--- src/rtl/control_sequencer_if.sv ---
// Control sequencer bus interface.
// Bundles the instruction/status/memory-handshake inputs and every
// register-bank and datapath control output of the sequencer.
//   master : sequencer side (drives controls, receives IR/flags/mem_ready)
//   slave  : datapath side (drives IR/flags/mem_ready, receives controls)
interface control_sequencer_if;
  logic [15:0] instruction;
  logic        status_z;
  logic        status_n;
  logic        status_c;
  logic        status_ov;
  logic        mem_ready;

  logic [3:0]  select;
  logic [3:0]  load;
  logic        loadenable;
  logic        hi_loadenable;
  logic        inc_pc;
  logic        statenable;
  logic        enable;

  logic [3:0]  alu_op;
  logic [1:0]  alu_a;
  logic [1:0]  alu_b;
  logic        mem_read;
  logic        mem_write;
  logic        halted;
  logic        fault;

  modport master (
    input  instruction, status_z, status_n, status_c, status_ov, mem_ready,
    output select, load, loadenable, hi_loadenable, inc_pc, statenable, enable,
    output alu_op, alu_a, alu_b, mem_read, mem_write, halted, fault
  );

  modport slave (
    output instruction, status_z, status_n, status_c, status_ov, mem_ready,
    input  select, load, loadenable, hi_loadenable, inc_pc, statenable, enable,
    input  alu_op, alu_a, alu_b, mem_read, mem_write, halted, fault
  );
endinterface

--- src/rtl/control_sequencer.sv ---
// Control sequencer: microcoded-style FSM that fetches an instruction over
// the internal bus, decodes it and issues register-bank / ALU / memory
// controls for one instruction at a time.
//
// Ports:
//   clk    - rising-edge clock
//   reset  - synchronous active-high reset
//   bus    - control_sequencer_if.master: instruction, status flags,
//            mem_ready in; select/load/enables, alu_op/alu_a/alu_b,
//            mem_read/mem_write, halted, fault out
//
// Optional feature: define MEM_TIMEOUT_EN to add a 4-bit memory wait
// counter; 15 consecutive wait cycles send the sequencer to HALT with a
// sticky fault. Without it waits are unbounded and fault is tied 0.
//
// Control outputs are decoded from the state register (and mem_ready in the
// two wait states, so a ready access completes in the same cycle).
module control_sequencer (
  input  logic                clk,
  input  logic                reset,
  control_sequencer_if.master bus
);

  localparam int unsigned BUS_W = 4;
  localparam int unsigned OP_W  = 4;
  localparam int unsigned IDX_W = 2;

  // Bus source/destination codes
  localparam logic [BUS_W-1:0] BUS_D0  = BUS_W'(1);
  localparam logic [BUS_W-1:0] BUS_A0  = BUS_W'(5);
  localparam logic [BUS_W-1:0] BUS_PC  = BUS_W'(11);
  localparam logic [BUS_W-1:0] BUS_IR  = BUS_W'(14);
  localparam logic [BUS_W-1:0] BUS_ALU = BUS_W'(14);
  localparam logic [BUS_W-1:0] BUS_MEM = BUS_W'(15);

  // Opcodes
  localparam logic [OP_W-1:0] OP_ADD  = OP_W'(1);
  localparam logic [OP_W-1:0] OP_MUL  = OP_W'(5);
  localparam logic [OP_W-1:0] OP_MOV  = OP_W'(6);
  localparam logic [OP_W-1:0] OP_LD   = OP_W'(7);
  localparam logic [OP_W-1:0] OP_ST   = OP_W'(8);
  localparam logic [OP_W-1:0] OP_JMP  = OP_W'(9);
  localparam logic [OP_W-1:0] OP_BZ   = OP_W'(10);
  localparam logic [OP_W-1:0] OP_BN   = OP_W'(11);
  localparam logic [OP_W-1:0] OP_HALT = OP_W'(15);

  // ALU function that passes the 12-bit immediate through
  localparam logic [OP_W-1:0] ALU_PASS = OP_W'(9);

  typedef enum logic [2:0] {
    FETCH_A,
    FETCH_M,
    DECODE,
    EXEC,
    MEM_A,
    MEM_W,
    HALT
  } state_t;

  state_t state;
  state_t state_nxt;

  // Low for the cycle after each reset edge so the first FETCH_A outputs
  // show up only once reset has been released.
  logic started;

  logic [OP_W-1:0]  op;
  logic [IDX_W-1:0] dst;
  logic [IDX_W-1:0] src;
  logic [BUS_W-1:0] dst_reg;
  logic [BUS_W-1:0] src_reg;
  logic             alu_class;
  logic             jump_taken;
  logic             ready;
  logic             timeout_c;

  logic [BUS_W-1:0] select_c;
  logic [BUS_W-1:0] load_c;
  logic             loadenable_c;
  logic             hi_loadenable_c;
  logic             inc_pc_c;
  logic             statenable_c;
  logic             enable_c;
  logic [OP_W-1:0]  alu_op_c;
  logic [IDX_W-1:0] alu_a_c;
  logic [IDX_W-1:0] alu_b_c;
  logic             mem_read_c;
  logic             mem_write_c;
  logic             halted_c;

  // Instruction field decode
  assign op       = bus.instruction[15:12];
  assign dst      = bus.instruction[11:10];
  assign src      = bus.instruction[9:8];
  assign dst_reg  = BUS_D0 + BUS_W'(dst);
  assign src_reg  = BUS_D0 + BUS_W'(src);

  assign alu_class  = (op >= OP_ADD) && (op <= OP_MUL);
  assign jump_taken = (op == OP_JMP) ||
                      ((op == OP_BZ) && bus.status_z) ||
                      ((op == OP_BN) && bus.status_n);

  // A ready seen while reset is high must not complete an access.
  assign ready = bus.mem_ready & ~reset;

  // Immediate bits feed the ALU directly; carry/overflow flags have no
  // conditional branch that reads them.
  logic unused_inputs;
  assign unused_inputs = ^{bus.instruction[7:0], bus.status_c, bus.status_ov};

`ifdef MEM_TIMEOUT_EN
  localparam int unsigned WAIT_W     = 4;
  localparam int unsigned WAIT_LIMIT = 15;

  logic [WAIT_W-1:0] wait_cnt;
  logic              fault_q;
  logic              in_wait;

  assign in_wait   = started && ((state == FETCH_M) || (state == MEM_W));
  // Fires on the 15th consecutive cycle without mem_ready
  assign timeout_c = in_wait && !ready && (wait_cnt == WAIT_W'(WAIT_LIMIT - 1));

  // Wait counter cleared whenever a wait state is (re)entered; sticky fault
  always_ff @(posedge clk) begin
    if (reset) begin
      wait_cnt <= '0;
      fault_q  <= 1'b0;
    end else begin
      if (!in_wait) begin
        wait_cnt <= '0;
      end else if (!ready) begin
        wait_cnt <= wait_cnt + WAIT_W'(1);
      end
      if (timeout_c) begin
        fault_q <= 1'b1;
      end
    end
  end

  assign bus.fault = fault_q;
`else
  assign timeout_c = 1'b0;
  assign bus.fault = 1'b0;
`endif

  // State register
  always_ff @(posedge clk) begin
    if (reset) begin
      state   <= FETCH_A;
      started <= 1'b0;
    end else begin
      started <= 1'b1;
      if (started) begin
        state <= state_nxt;
      end
    end
  end

  // Next-state and control decode
  always_comb begin
    state_nxt       = state;
    select_c        = '0;
    load_c          = '0;
    loadenable_c    = 1'b0;
    hi_loadenable_c = 1'b0;
    inc_pc_c        = 1'b0;
    statenable_c    = 1'b0;
    enable_c        = 1'b0;
    alu_op_c        = '0;
    alu_a_c         = '0;
    alu_b_c         = '0;
    mem_read_c      = 1'b0;
    mem_write_c     = 1'b0;
    halted_c        = 1'b0;

    if (started) begin
      if (state != HALT) begin
        enable_c = 1'b1;
        alu_a_c  = dst;
        alu_b_c  = src;
      end

      case (state)
        FETCH_A: begin
          select_c     = BUS_PC;
          load_c       = BUS_A0;
          loadenable_c = 1'b1;
          state_nxt    = FETCH_M;
        end

        FETCH_M: begin
          mem_read_c = 1'b1;
          if (ready) begin
            select_c     = BUS_MEM;
            load_c       = BUS_IR;
            loadenable_c = 1'b1;
            inc_pc_c     = 1'b1;
            state_nxt    = DECODE;
          end else if (timeout_c) begin
            state_nxt = HALT;
          end
        end

        DECODE: begin
          if ((op == OP_LD) || (op == OP_ST)) begin
            state_nxt = MEM_A;
          end else if (op == OP_HALT) begin
            state_nxt = HALT;
          end else begin
            state_nxt = EXEC;
          end
        end

        // Single-cycle ops; NOP and untaken branches issue nothing
        EXEC: begin
          state_nxt = FETCH_A;
          if (alu_class) begin
            alu_op_c        = op;
            select_c        = BUS_ALU;
            load_c          = dst_reg;
            loadenable_c    = 1'b1;
            statenable_c    = 1'b1;
            hi_loadenable_c = (op == OP_MUL);
          end else if (op == OP_MOV) begin
            select_c     = src_reg;
            load_c       = dst_reg;
            loadenable_c = 1'b1;
          end else if (jump_taken) begin
            alu_op_c     = ALU_PASS;
            select_c     = BUS_ALU;
            load_c       = BUS_PC;
            loadenable_c = 1'b1;
          end
        end

        MEM_A: begin
          select_c     = src_reg;
          load_c       = BUS_A0;
          loadenable_c = 1'b1;
          state_nxt    = MEM_W;
        end

        MEM_W: begin
          if (op == OP_LD) begin
            mem_read_c = 1'b1;
            if (ready) begin
              select_c     = BUS_MEM;
              load_c       = dst_reg;
              loadenable_c = 1'b1;
            end
          end else begin
            select_c    = dst_reg;
            mem_write_c = 1'b1;
          end
          if (ready) begin
            state_nxt = FETCH_A;
          end else if (timeout_c) begin
            state_nxt = HALT;
          end
        end

        HALT: begin
          halted_c = 1'b1;
        end

        default: begin
          state_nxt = FETCH_A;
        end
      endcase
    end
  end

  assign bus.select        = select_c;
  assign bus.load          = load_c;
  assign bus.loadenable    = loadenable_c;
  assign bus.hi_loadenable = hi_loadenable_c;
  assign bus.inc_pc        = inc_pc_c;
  assign bus.statenable    = statenable_c;
  assign bus.enable        = enable_c;
  assign bus.alu_op        = alu_op_c;
  assign bus.alu_a         = alu_a_c;
  assign bus.alu_b         = alu_b_c;
  assign bus.mem_read      = mem_read_c;
  assign bus.mem_write     = mem_write_c;
  assign bus.halted        = halted_c;

endmodule

--- src/flat_wrapper.sv ---
// flat-port wrapper written by rule: the top's interface ports become plain ports
module control_sequencer_flat 
  (clk, reset, bus_instruction, bus_status_z, bus_status_n, bus_status_c, bus_status_ov, bus_mem_ready, bus_select, bus_load, bus_loadenable, bus_hi_loadenable, bus_inc_pc, bus_statenable, bus_enable, bus_alu_op, bus_alu_a, bus_alu_b, bus_mem_read, bus_mem_write, bus_halted, bus_fault);
  control_sequencer_if bus_i ();
  input  logic clk;
  input  logic reset;
  input wire logic [$bits(bus_i.instruction)-1:0] bus_instruction;
  input wire logic [$bits(bus_i.status_z)-1:0] bus_status_z;
  input wire logic [$bits(bus_i.status_n)-1:0] bus_status_n;
  input wire logic [$bits(bus_i.status_c)-1:0] bus_status_c;
  input wire logic [$bits(bus_i.status_ov)-1:0] bus_status_ov;
  input wire logic [$bits(bus_i.mem_ready)-1:0] bus_mem_ready;
  output wire logic [$bits(bus_i.select)-1:0] bus_select;
  output wire logic [$bits(bus_i.load)-1:0] bus_load;
  output wire logic [$bits(bus_i.loadenable)-1:0] bus_loadenable;
  output wire logic [$bits(bus_i.hi_loadenable)-1:0] bus_hi_loadenable;
  output wire logic [$bits(bus_i.inc_pc)-1:0] bus_inc_pc;
  output wire logic [$bits(bus_i.statenable)-1:0] bus_statenable;
  output wire logic [$bits(bus_i.enable)-1:0] bus_enable;
  output wire logic [$bits(bus_i.alu_op)-1:0] bus_alu_op;
  output wire logic [$bits(bus_i.alu_a)-1:0] bus_alu_a;
  output wire logic [$bits(bus_i.alu_b)-1:0] bus_alu_b;
  output wire logic [$bits(bus_i.mem_read)-1:0] bus_mem_read;
  output wire logic [$bits(bus_i.mem_write)-1:0] bus_mem_write;
  output wire logic [$bits(bus_i.halted)-1:0] bus_halted;
  output wire logic [$bits(bus_i.fault)-1:0] bus_fault;
  assign bus_i.instruction = bus_instruction;
  assign bus_i.status_z = bus_status_z;
  assign bus_i.status_n = bus_status_n;
  assign bus_i.status_c = bus_status_c;
  assign bus_i.status_ov = bus_status_ov;
  assign bus_i.mem_ready = bus_mem_ready;
  assign bus_select = bus_i.select;
  assign bus_load = bus_i.load;
  assign bus_loadenable = bus_i.loadenable;
  assign bus_hi_loadenable = bus_i.hi_loadenable;
  assign bus_inc_pc = bus_i.inc_pc;
  assign bus_statenable = bus_i.statenable;
  assign bus_enable = bus_i.enable;
  assign bus_alu_op = bus_i.alu_op;
  assign bus_alu_a = bus_i.alu_a;
  assign bus_alu_b = bus_i.alu_b;
  assign bus_mem_read = bus_i.mem_read;
  assign bus_mem_write = bus_i.mem_write;
  assign bus_halted = bus_i.halted;
  assign bus_fault = bus_i.fault;
  control_sequencer u_core (.clk(clk), .reset(reset), .bus(bus_i));
endmodule
--- config.mk ---
export PLATFORM = sky130hd
export DESIGN_NAME = control_sequencer_flat
export DESIGN_NICKNAME = d
export VERILOG_FILES = /design/src/rtl/control_sequencer_if.sv /design/src/rtl/control_sequencer.sv /design/src/flat_wrapper.sv
export SDC_FILE = /design/constraint.sdc
export NUM_CORES = 1
export LEC_CHECK = 0
export ABC_CLOCK_PERIOD_IN_PS = 2900
export CAP_MARGIN = 20
export CORE_MARGIN = 2
export CORE_UTILIZATION = 30
export DETAILED_ROUTE_END_ITERATION = 16
export GPL_TIMING_DRIVEN = 0
export PLACE_DENSITY = 0.72
export SYNTH_ARGS = -nofsm -noshare
export SYNTH_HDL_FRONTEND = slang
export SYNTH_SLANG_ARGS = --single-unit
--- constraint.sdc ---
create_clock -name clk -period 2.9 [get_ports clk]
set_input_delay 0.87 -clock clk [delete_from_list [all_inputs] [get_ports clk]]
set_output_delay 0.87 -clock clk [all_outputs]
set_load 0.05 [all_outputs]
# Word-level counts from Yosys, hierarchy flattened
# Cells that the tools add are included.
# word_totals
output_inout_bits	25
register_bits	4
# classes
n_reduce_logical	9
magnitude_cmp	2
mux	55
eq_ne	17
n_addsub	2
bitwise	3
# op_table
op	n
two-way mux 4 bit	18
two-way mux 1 bit	24
== test 4 bit (second input constant)	5
case mux 4 bit (5 select lines)	1
case mux 3 bit (6 select lines)	1
case mux 4 bit (4 select lines)	1
== test 4 x 3 -> 1 bit (second input constant)	3
two-way mux 3 bit	4
== test 3 bit (second input constant)	3
two-way mux 2 bit	4
adder 1 x 2 -> 3 bit (first input constant)	2
== test 3 x 2 -> 1 bit (second input constant)	2
greater-or-equal comparator 4 x 1 -> 1 bit (second input constant)	1
less-or-equal comparator 4 x 3 -> 1 bit (second input constant)	1
inequality test 2 x 1 -> 1 bit (second input constant)	2
case mux 1 bit (4 select lines)	1
AND reduction 4 bit	1
== test 3 x 1 -> 1 bit (second input constant)	1
logical AND 1 bit	3
logical NOT 3 bit	1
logical OR 1 bit	3
inequality test 3 bit (second input constant)	1
NOT 1 bit	2
case mux 1 bit (2 select lines)	1
2 further kinds	2

# Logic depth before layout (Yosys ltp)
# depth
ltp_word	9
depth_mapped	6

# Least setup slack after synthesis
# No wires, ideal clock.
# synth_timing
path_type	input to output
from	in bus_instruction[12]
to	out bus_loadenable
t_arrival_ps	2933
t_required_ps	2030
stages	6
setup_slack_ps	-903
path_cell_list	buf_2 -> inv_1 -> nand3_1 -> a211oi_2 -> nor2_1 -> a21oi_1
# synth_between
elab_chain_cells	9
word_cells_on_any_way	18
# synth_rtl
element	line	text
from (decl)	flat_wrapper.sv:7	input wire logic [$bits(bus_i.instruction)-1:0] bus_instruction;
== test 4 bit	control_sequencer.sv:100	((op == OP_BZ) && bus.status_z) ||
logical AND 1 bit	control_sequencer.sv:100	
logical OR 1 bit	control_sequencer.sv:99	assign jump_taken = (op == OP_JMP) ||
logical OR 1 bit	control_sequencer.sv:100	
two-way mux 1 bit	control_sequencer.sv:228	end else if (jump_taken) begin
two-way mux 1 bit	control_sequencer.sv:224	end else if (op == OP_MOV) begin
two-way mux 1 bit	control_sequencer.sv:217	if (alu_class) begin
case mux 1 bit (4 select lines) *	control_sequencer.sv:183	case (state)
two-way mux 1 bit *	control_sequencer.sv:176	if (started) begin
to (decl)	flat_wrapper.sv:15	output wire logic [$bits(bus_i.loadenable)-1:0] bus_loadenable;
# Mark *: on every way between the ends. The rest lies on a longest branch, timed or not.

# Final worst setup path
# layout_timing
from	in bus_instruction[14]
to	out bus_load[0]
# layout_between
elab_chain_cells	9
word_cells_on_any_way	18
# layout_rtl
element	line	text
== test 4 bit	control_sequencer.sv:100	
logical AND 1 bit	control_sequencer.sv:100	
logical OR 1 bit	control_sequencer.sv:99	
logical OR 1 bit	control_sequencer.sv:100	
two-way mux 4 bit	control_sequencer.sv:228	
two-way mux 4 bit	control_sequencer.sv:224	
two-way mux 4 bit	control_sequencer.sv:217	
case mux 4 bit (4 select lines) *	control_sequencer.sv:183	
two-way mux 4 bit *	control_sequencer.sv:176	
to (decl)	flat_wrapper.sv:14	output wire logic [$bits(bus_i.load)-1:0] bus_load;
# Marks and branches as above.

==> flow_results.xml <==
<?xml version="1.0" encoding="UTF-8"?>
<metrics>
  <group name="status">
    <metric name="run_status" unit="">complete, but fails checks</metric>
    <metric name="failing_checks" unit="">negative setup slack</metric>
  </group>
  <group name="floorplanning">
    <metric name="die_area" unit="um2">3100</metric>
    <metric name="die_h" unit="um">55.7</metric>
    <metric name="floorplan.initialDensity" unit="">0.320</metric>
    <metric name="fp.coreArea" unit="um2">2500</metric>
    <metric name="core.rowCount" unit="">18</metric>
    <metric name="dieWidth" unit="um">55.7</metric>
    <metric name="num_io_pins" unit="">48</metric>
  </group>
  <group name="power_and_ir_drop">
    <metric name="power.combinational.fraction" unit="">0.628</metric>
    <metric name="switch_pwr" unit="mW">0.171</metric>
    <metric name="power-per-cell-area" unit="nW/um2">229</metric>
    <metric name="power.share.switching" unit="">0.464</metric>
    <metric name="power.ir.vdd_worst" unit="mV">0.209</metric>
    <metric name="cellLeakagePower" unit="nW">0.719</metric>
    <metric name="clk_pwr_share" unit="">0.210</metric>
    <metric name="p_seq_frac" unit="">0.162</metric>
    <metric name="total_power" unit="mW">0.369</metric>
    <metric name="cellInternalPower" unit="mW">0.198</metric>
  </group>
  <group name="yosys">
    <metric name="synth.largest_area_cell" unit="">sky130_fd_sc_hd__a21oi_1</metric>
    <metric name="synth.area.top_cells" unit="">sky130_fd_sc_hd__a21oi_1 (11%), sky130_fd_sc_hd__dfxtp_1 (10%), sky130_fd_sc_hd__nor2_1 (6.1%), sky130_fd_sc_hd__nand2_1 (5.6%), sky130_fd_sc_hd__and2_1 (5.5%)</metric>
    <metric name="synth_seq_area_share" unit="">0.100</metric>
    <metric name="synth.ff_latch_count" unit="">4</metric>
    <metric name="netlist_top_cells_count" unit="">sky130_fd_sc_hd__a21oi_1 (17), sky130_fd_sc_hd__nor2_1 (13), sky130_fd_sc_hd__nand2_1 (12), sky130_fd_sc_hd__and2_1 (7), sky130_fd_sc_hd__nand3_1 (7)</metric>
    <metric name="netlist_area" unit="um2">801</metric>
    <metric name="synth_top_cell_area_share" unit="">0.106</metric>
    <metric name="postSynthAreaPerCell" unit="um2">6.51</metric>
    <metric name="synth-main-ff-cell" unit="">sky130_fd_sc_hd__dfxtp_1</metric>
    <metric name="yosysWarnings" unit="">0</metric>
    <metric name="yosysUniqueCellTypes" unit="">39</metric>
    <metric name="synth_most_common_cell" unit="">sky130_fd_sc_hd__a21oi_1</metric>
    <metric name="synth_enable_flop_cells" unit="">0</metric>
    <metric name="synthesis.instances" unit="">123</metric>
    <metric name="async_flop_share" unit="">0</metric>
    <metric name="synth_fp_nets" unit="">148</metric>
  </group>
  <group name="worst_setup_path">
    <metric name="cp.arrival" unit="ns">2.13</metric>
    <metric name="critPathMostFrequentCell" unit="">sky130_fd_sc_hd__buf_6</metric>
    <metric name="cp_cell_sequence" unit="">buf_8 &gt; buf_6 &gt; and4b_2 &gt; nand3_2 &gt; o41ai_4 &gt; nand3b_1 &gt; a21oi_4 &gt; buf_6</metric>
    <metric name="timing.critical_path.from_type" unit="">primary input</metric>
    <metric name="rrSetupSlack" unit="ns">1.40</metric>
    <metric name="reg2reg_to" unit="">u_core.state[0]$_SDFFE_PP0P_</metric>
    <metric name="crit-reg2reg-launch" unit="">u_core.state[0]$_SDFFE_PP0P_</metric>
    <metric name="r2r_cells" unit="">4</metric>
    <metric name="critical_path.max_stage_delay" unit="ns">0.30</metric>
    <metric name="critical_path_top_delay_cell" unit="">sky130_fd_sc_hd__and4b_2</metric>
    <metric name="end_kind" unit="">output port</metric>
    <metric name="timing.critical_path.required" unit="ns">2.03</metric>
    <metric name="crit_fanout" unit="">5</metric>
    <metric name="critical_path_class" unit="">in -&gt; out</metric>
  </group>
  <group name="drt">
    <metric name="top_layer_used" unit="">met4</metric>
    <metric name="route.final.wire_length" unit="um">3190</metric>
    <metric name="wl_met3" unit="um">234</metric>
    <metric name="route.antenna.remaining_nets" unit="">0</metric>
    <metric name="detailroute.wirelength.met2" unit="um">1680</metric>
    <metric name="drt_drc_violations_left" unit="">0</metric>
    <metric name="avgViaCountPerCell" unit="">5.56</metric>
    <metric name="routed-via-count" unit="">1151</metric>
    <metric name="drt_iter0_markers" unit="">23</metric>
    <metric name="drt-met1-wl" unit="um">1210</metric>
    <metric name="avgRoutedWirePerCell" unit="um">15.4</metric>
    <metric name="number_of_optimization_iterations_in_the_first_detailed_route_pass" unit="">4</metric>
  </group>
  <group name="placed_design">
    <metric name="numPortBuffers" unit="">35</metric>
    <metric name="gpl.final_weighted_congestion" unit="">0.827</metric>
    <metric name="dp_worst_setup_slack" unit="ns">-1.35</metric>
    <metric name="post-place-cells" unit="">189</metric>
    <metric name="dp.final_hpwl" unit="um">2030</metric>
  </group>
  <group name="layout">
    <metric name="stdcell_count" unit="">207</metric>
    <metric name="final_net_count" unit="">204</metric>
    <metric name="area_growth_syn_to_layout" unit="%">101</metric>
    <metric name="layout-drive-gt1-share" unit="">0.514</metric>
    <metric name="insertedDiodeCount" unit="">0</metric>
  </group>
  <group name="sta">
    <metric name="fin_setup_tns" unit="ns">-0.394</metric>
    <metric name="timing.final.ws_setup" unit="ns">-0.103</metric>
    <metric name="shortest_clock_period_the_worst_path_allows_after_layout" unit="ns">3.00</metric>
    <metric name="slew-limit-headroom" unit="">0.614</metric>
    <metric name="timing.final.max_slew_violations" unit="">0</metric>
    <metric name="rsz0062_at_grt" unit="">yes</metric>
    <metric name="number_of_hold_violations_in_the_final_report" unit="">0</metric>
    <metric name="setup-violations-final" unit="">7</metric>
    <metric name="hold_ws" unit="ns">0.705</metric>
    <metric name="clock-skew-final" unit="ns">0.00651</metric>
    <metric name="max_clock_freq" unit="MHz">333</metric>
    <metric name="worst_pin_slew" unit="ns">0.576</metric>
    <metric name="layout_worst_path_cycle_share" unit="">1.04</metric>
  </group>
  <group name="clocking">
    <metric name="numCtsBuffers" unit="">3</metric>
    <metric name="tritoncts_num_sinks" unit="">4</metric>
    <metric name="clkTransAtPathRegs" unit="ns">0.04</metric>
    <metric name="tritoncts" unit="">done</metric>
    <metric name="post_cts_hold_buffer_count" unit="">0</metric>
    <metric name="clkLatencyLatePin" unit="ns">0.25</metric>
    <metric name="maximum_number_of_buffers_from_clock_root_to_sink" unit="">2</metric>
    <metric name="h_tree_depth_reported_by_cts" unit="">1</metric>
    <metric name="cts-root-buf" unit="">sky130_fd_sc_hd__clkbuf_4</metric>
  </group>
  <group name="global_route">
    <metric name="grt_remaining_overflow" unit="">0</metric>
    <metric name="global_route.usage.total" unit="">0.183</metric>
    <metric name="grt_start_max_net_pins" unit="">11</metric>
    <metric name="antenna_found_initial" unit="">0</metric>
    <metric name="grt_first_pass_wirelength" unit="um">4660</metric>
    <metric name="first_global_vias" unit="">1061</metric>
  </group>
  <group name="hold_path">
    <metric name="holdPathStages" unit="">3</metric>
    <metric name="min-delay-path-class" unit="">reg -&gt; reg</metric>
    <metric name="hold_path_end" unit="">u_core.state[2]$_SDFFE_PP0P_</metric>
    <metric name="holdCritStartpoint" unit="">u_core.state[2]$_SDFFE_PP0P_</metric>
  </group>
  <group name="flow_run">
    <metric name="max_cap_viol_count" unit="">0</metric>
  </group>
</metrics>
-- stage by stage --
| step | area, um2 | util |
|---|---|---|
| 5_1_grt | 1610 | 0.643 |
| 6_report | 1610 | 0.643 |
| 2_1_floorplan | 937 | - |
| 3_5_place_dp | 1340 | 0.535 |
| 4_1_cts | 1470 | 0.587 |
| 3_3_place_gp | 1330 | 0.530 |
-- registers in the layout, summed over array words and instances (netlist names) --
name / cells
u_core.state: 3
u_core.started: 1
-- power by group through the flow --
| stage | Combinational (mW) | Clock, mW | Sequential (mW) |
|---|---|---|---|
| after floorplan | 0.127 | 0 | 0.0598 |
| after global placement | 0.185 | 0 | 0.0602 |
| after detailed placement | 0.190 | 0 | 0.0602 |
| after CTS | 0.207 | 0.0749 | 0.0593 |
| after global routing | 0.243 | 0.0815 | 0.0599 |
| final | 0.232 | 0.0775 | 0.0597 |
-- metal layers --
| layer | track usage | up-vias |
|---|---|---|
| li1 | - | 551 |
| met1 | 0.208 | 533 |
| met2 | 0.337 | 58 |
| met3 | 0.0326 | 9 |
| met4 | 0.0662 | 0 |
| met5 | 0 | - |
-- worst max path at each step --
stage / start / end / slack, ns
after global routing: bus_instruction[12] / bus_load[0] / -0.15
final: bus_instruction[14] / bus_load[0] / -0.10
after CTS: bus_instruction[13] / bus_load[0] / -0.11
after global placement: bus_instruction[13] / bus_load[1] / -1.37
after floorplan: bus_instruction[12] / bus_loadenable / -0.37
after detailed placement: bus_instruction[13] / bus_load[1] / -1.35
-- logic make-up after synthesis --
family / after synthesis / synth area share
fa+ha+maj: 2 / 0.0312
simple gates: 56 / 0.384
compound gates: 44 / 0.372
buf+inv: 16 / 0.108
flops: 4 / 0.100
other cells: 1 / 0.00468
-- cells in the final DEF (no fill, tap or decap), types with 3 or more instances in the layout --
master,Yosys,final
sky130_fd_sc_hd__buf_4,3,18
sky130_fd_sc_hd__buf_6,0,11
sky130_fd_sc_hd__nand2_1,12,11
sky130_fd_sc_hd__nor2_1,13,10
sky130_fd_sc_hd__dlygate4sd2_1,0,10
sky130_fd_sc_hd__a21oi_1,17,9
sky130_fd_sc_hd__buf_2,4,6
sky130_fd_sc_hd__and2_1,7,5
sky130_fd_sc_hd__a21oi_2,0,5
sky130_fd_sc_hd__inv_1,5,4
sky130_fd_sc_hd__o21ai_1,3,4
sky130_fd_sc_hd__nand3_2,0,4
sky130_fd_sc_hd__o21ai_0,6,4
sky130_fd_sc_hd__clkbuf_4,0,4
sky130_fd_sc_hd__dfxtp_1,4,4
sky130_fd_sc_hd__buf_8,0,3
sky130_fd_sc_hd__a211oi_2,1,3
sky130_fd_sc_hd__a21oi_4,0,3
sky130_fd_sc_hd__dlymetal6s2s_1,0,3
-- critical path, delay by kind of cell --
family / cells / cell delay, ns
compound gates: 2 / 0.30
buf+inv: 3 / 0.36
simple gates: 3 / 0.60
-- layout make-up --
type                    count  area (um2)
flip-flops and latches      4        80.1
multi-input cells         103         871
well taps                  30        37.5
repair buffers             51         482
inverters                   6        22.5
clock buffers               3        22.5
plain buffers              10        92.6
fillers                   226         892
-- repair_timing --
action | 4_1_cts | 5_1_grt
endpoints found under the setup margin | 22 | 17
resized for setup | 145 | 34
pin swaps | 12 | 12
cloned | 1 | 1
buffers inserted | 7 | 6
(Power assumes the default switching activity.)
==> edit 1, RTL diff (same settings) <==
Add a define of `MEM_TIMEOUT_EN`.
--- a/src/rtl/control_sequencer.sv
+++ b/src/rtl/control_sequencer.sv
@@ -15,6 +15,8 @@
 //
 // Control outputs are decoded from the state register (and mem_ready in the
 // two wait states, so a ready access completes in the same cycle).
+`define MEM_TIMEOUT_EN
+
 module control_sequencer (
   input  logic                clk,
   input  logic                reset,
Formal check against the unedited RTL: no difference found for any inputs over 10 cycles, from zero or initial values and one cycle with reset high; that may be too few to reach the edited logic, so the function may still have changed.
==> edit 1 against the unedited design <==
The run still ends with setup timing left; maximum frequency decreased by 4.5%; power increased by 22%; non-clock buffer count decreased by 3; combinational power decreased by 3%; design area increased by 14%; sequential share of layout area increased by 5.0 points; setup slack got worse by 0.14 ns; synthesized cell count increased by 13%; routed wire length increased by 14%; register-to-register slack got worse by 0.04 ns; sequential cell count increased by 5; final cell count increased by 15%; clock power increased by 23%; synthesized area increased by 21%; critical endpoint is now bus_load[2]; largest cell class unchanged; largest power group unchanged.
==> edit 1: results <==
group,metric,value,unit
pwr,power.share.switching,0.391,
routing,wl_met2,1.85,mm
pwr,peakVddDrop,0.000148,V
sta,setup-violations-final,12,
logic_synthesis,ys_seq_area_frac,0.186,
sta,fin_worst_skew,0.000898,ns
routing,via_per_inst,5.40,
worst_setup_path,critPathSlowestCell,"or3b_4",
routing,routed-wl-met3,217,microns
logic_synthesis,synth_top_cells_by_count,"17 x nor2_1, 13 x a21oi_1, 10 x nand2_1, 9 x dfxtp_1, 8 x and2_1",
worst_setup_path,cpPeakStageDelay,0.42,ns
finish,multi_input_area,1000,sq um
sta,tns,-1.67,ns
place,dpl.hpwl,2.33,mm
finish,regArea,181,sq um
worst_setup_path,cp.arrival,2.27,ns
finish,multi_input_gates,118,
routing,drt-total-wl,3.62,mm
global_routing,gr-usage-all-layers,0.188,
routing,wl_met1,1.53,mm
finish,inverters,5,
logic_synthesis,synth_cell_type_count,46,
sta,worstMarginPinSlew,0.494,ns
place,portBuffers,37,
routing,via_count,1286,
logic_synthesis,synth_area_leaders,"dfxtp_1 19%, a21oi_1 6.7%, nor2_1 6.6%",
finish,buf_share,0.296,
finish,clock_cell_area_share,0.0144,
finish,final_layout_size_suffix_gt1_frac,0.490,
place,gp_congestion,0.889,
finish,signal_buffers,58,
pwr,p_leak,0.777,nW
global_routing,grt_pass1_vias,1157,
cts,cts_buffers,3,
logic_synthesis,syn_avg_cell_area,6.97,sq um
status,violations,"setup timing",
logic_synthesis,synth_fp_nets,166,
global_routing,use_met3,0.0299,
finish,nFlopsAndLatches,9,
global_routing,met2_usage,0.338,
finish,num-nets-final,222,
status,outcome,"finished with violations",
worst_setup_path,path_max_fanout,4,
finish,nFillCells,261,
finish,reg_top3,"u_core.wait_cnt: 4 flops, u_core.state: 3 flops",
routing,drt-initial-drc-count,54,
sta,worst_slack,-0.244,ns
cts,insertion_delay,0.26,ns
[edit 1: changes by cell type after synthesis, moves of 4 or more]
cell and change:
nor2_1 +4, a21oi_1 -4, and3_1 +4, nand3_1 -4
a31oi_1 -4, dfxtp_1 +5
[edit 1: cells by family after synthesis]
| family | share of synthesized area |
|---|---|
| compound gates | 0.278 |
| xor+xnor | 0.0271 |
| fa+ha+maj | 0.0517 |
| buf+inv | 0.0543 |
| flops | 0.186 |
| simple gates | 0.403 |
[edit 1: repair_timing]
action                                  CTS  global route
pin swaps                                18            10
setup buffers                             7             8
endpoints found under the setup margin   24            23
gates resized for setup                 191            23
[edit 1: metrics by stage]
step	power (mW)	setup slack [ns]	hold WS [ns]	area, sq um
global placement	0.307	-1.51	0.453	1490
CTS	0.434	-0.211	0.474	1720
global route	0.473	-0.303	0.513	1830
floorplan	0.247	-0.263	0.472	1070
detailed placement	0.309	-1.51	0.461	1490
finish	0.451	-0.244	0.465	1830
[edit 1: worst paths after layout]
| kind | start | to | slack [ns] | cells past startpoint |
|---|---|---|---|---|
| max | bus_instruction[15] | bus_load[2] | -0.24 | 8 |
| min | u_core.bus.fault | u_core.bus.fault | 0.46 | 2 |
| max reg2reg | u_core.state[0] | u_core.state[2] | 1.36 | 6 |
| min reg2reg | u_core.bus.fault | u_core.bus.fault | 0.46 | 2 |
[edit 1: power groups by stage]
stage / clock network [mW] / registers [mW] / logic [mW]
6_report: 0.0957 / 0.129 / 0.226
5_1_grt: 0.105 / 0.129 / 0.239
4_1_cts: 0.0961 / 0.129 / 0.209
3_5_place_dp: 0 / 0.131 / 0.178
3_3_place_gp: 0 / 0.131 / 0.175
2_1_floorplan: 0 / 0.131 / 0.117
==> edit 2, RTL diff (config.mk and constraints unchanged) <==
Made on the original files. Re-encode `state_t` (7 states) as one-hot, 7 bits wide.
--- a/src/rtl/control_sequencer.sv
+++ b/src/rtl/control_sequencer.sv
@@ -47,14 +47,14 @@
   // ALU function that passes the 12-bit immediate through
   localparam logic [OP_W-1:0] ALU_PASS = OP_W'(9);
 
-  typedef enum logic [2:0] {
-    FETCH_A,
-    FETCH_M,
-    DECODE,
-    EXEC,
-    MEM_A,
-    MEM_W,
-    HALT
+  typedef enum logic [6:0] {
+    FETCH_A = 7'b0000001,
+    FETCH_M = 7'b0000010,
+    DECODE  = 7'b0000100,
+    EXEC    = 7'b0001000,
+    MEM_A   = 7'b0010000,
+    MEM_W   = 7'b0100000,
+    HALT    = 7'b1000000
   } state_t;
 
   state_t state;
Behaviour: same outputs for any inputs over 10 cycles, from zero or initial values and one cycle with reset high; not proved beyond that.
==> edit 2 against the unedited design <==
Routed wire length increased by 18%; non-clock buffer count fell by 1; die area grew 18%; the flow still finishes with violations (setup timing); sequential cell count rose by 4; synthesized area up 19%; power increased by 31%; setup slack worse by 0.22 ns; critical endpoint is now bus_load[3]; core utilization shrank 1.7 points; design area increased by 18%; critical path depth fell by 2; register-to-register slack got worse by 1.1 ns.
==> edit 2: results <==
group,metric,value,unit
logic_synthesis,postSynthCellCount,142,
place,dpl_cell_area,1520,sq um
min_path,hold-path-cell-count,2,
pwr,p_leak,0.796,nW
sta,worst_slack,-0.323,ns
status,violations,"setup timing",
routing,via_count,1336,
logic_synthesis,synth_area_leaders,"dfxtp_1 17%, a21oi_1 8.4%, nor2_1 6.7%",
global_routing,gr-usage-all-layers,0.194,
place,gp_congestion,0.844,
logic_synthesis,synth_fp_nets,167,
worst_setup_path,startpoint_type,"flop",
worst_setup_path,r2r-end,"u_core.state[3]",
sta,hold_ws,0.562,ns
finish,num-nets-final,223,
status,outcome,"finished with violations",
place,dp_worst_setup_slack,-1.35,ns
sta,setup-violations-final,11,
worst_setup_path,path_max_fanout,3,
logic_synthesis,synth-compound-area-share,0.312,
worst_setup_path,cp.arrival,2.35,ns
logic_synthesis,synthAdderAreaFrac,0.0262,
place,dp_cells,219,
sta,tns,-2.36,ns
routing,via_per_inst,5.57,
logic_synthesis,synth_cell_type_count,45,
edit 2: layout make-up:
cell class / count / area [sq um]
fill: 258 / 1130
timing repair buffer: 55 / 472
tap: 44 / 55.1
inverter: 6 / 26.3
multi-input combinational: 119 / 1070
clock buffer: 3 / 22.5
buffer: 5 / 78.8
sequential: 8 / 171
edit 2: how the worst max path moves through the flow:
stage / endpoint / slack (ns) / cells after the start
CTS: bus_select[2] / -0.48 / 7
floorplan: bus_loadenable / -0.22 / 6
detailed placement: bus_load[2] / -1.35 / 8
global route: bus_load[3] / -0.37 / 6
finish: bus_load[3] / -0.32 / 6
global placement: bus_select[3] / -1.32 / 7
edit 2: report_power, final:
group / switching (mW) / internal, mW
clock: 0.0351 / 0.0472
combinational: 0.160 / 0.116
sequential: 0.0121 / 0.114
edit 2: timing repair:
action                                  CTS  global route
pin swaps                                17            16
buffers inserted                         13             9
endpoints found under the setup margin   24            20
cloned                                    0             0
gates resized for setup                 180            36
edit 2: cell families (layout without fill, tap and decap cells):
kind of cell    count (synthesis)  count (layout)
xor+xnor                        3               3
simple gates                   66              66
other cells                     1               1
mux                             1               1
compound gates                 46              46
flops                           8               8
fa+ha+maj                       2               2
buf+inv                        15              69
edit 2: metal layers:
metal | GRT usage | vias up | routed length (microns)
met1 | 0.240 | 649 | 1550
li1 | - | 635 | -
met2 | 0.356 | 43 | 1960
met4 | 0.0559 | 0 | 81
met5 | 0 | - | 0
met3 | 0.0213 | 9 | 159
edit 2: worst max-delay path, cell delays in order (launching register included):
cell and delay [ns]:
dfxtp_2 0.32, or4_4 0.54, or4b_4 0.52, nor3b_4 0.31, nand2_2 0.16, o21ai_2 0.09, buf_6 0.17
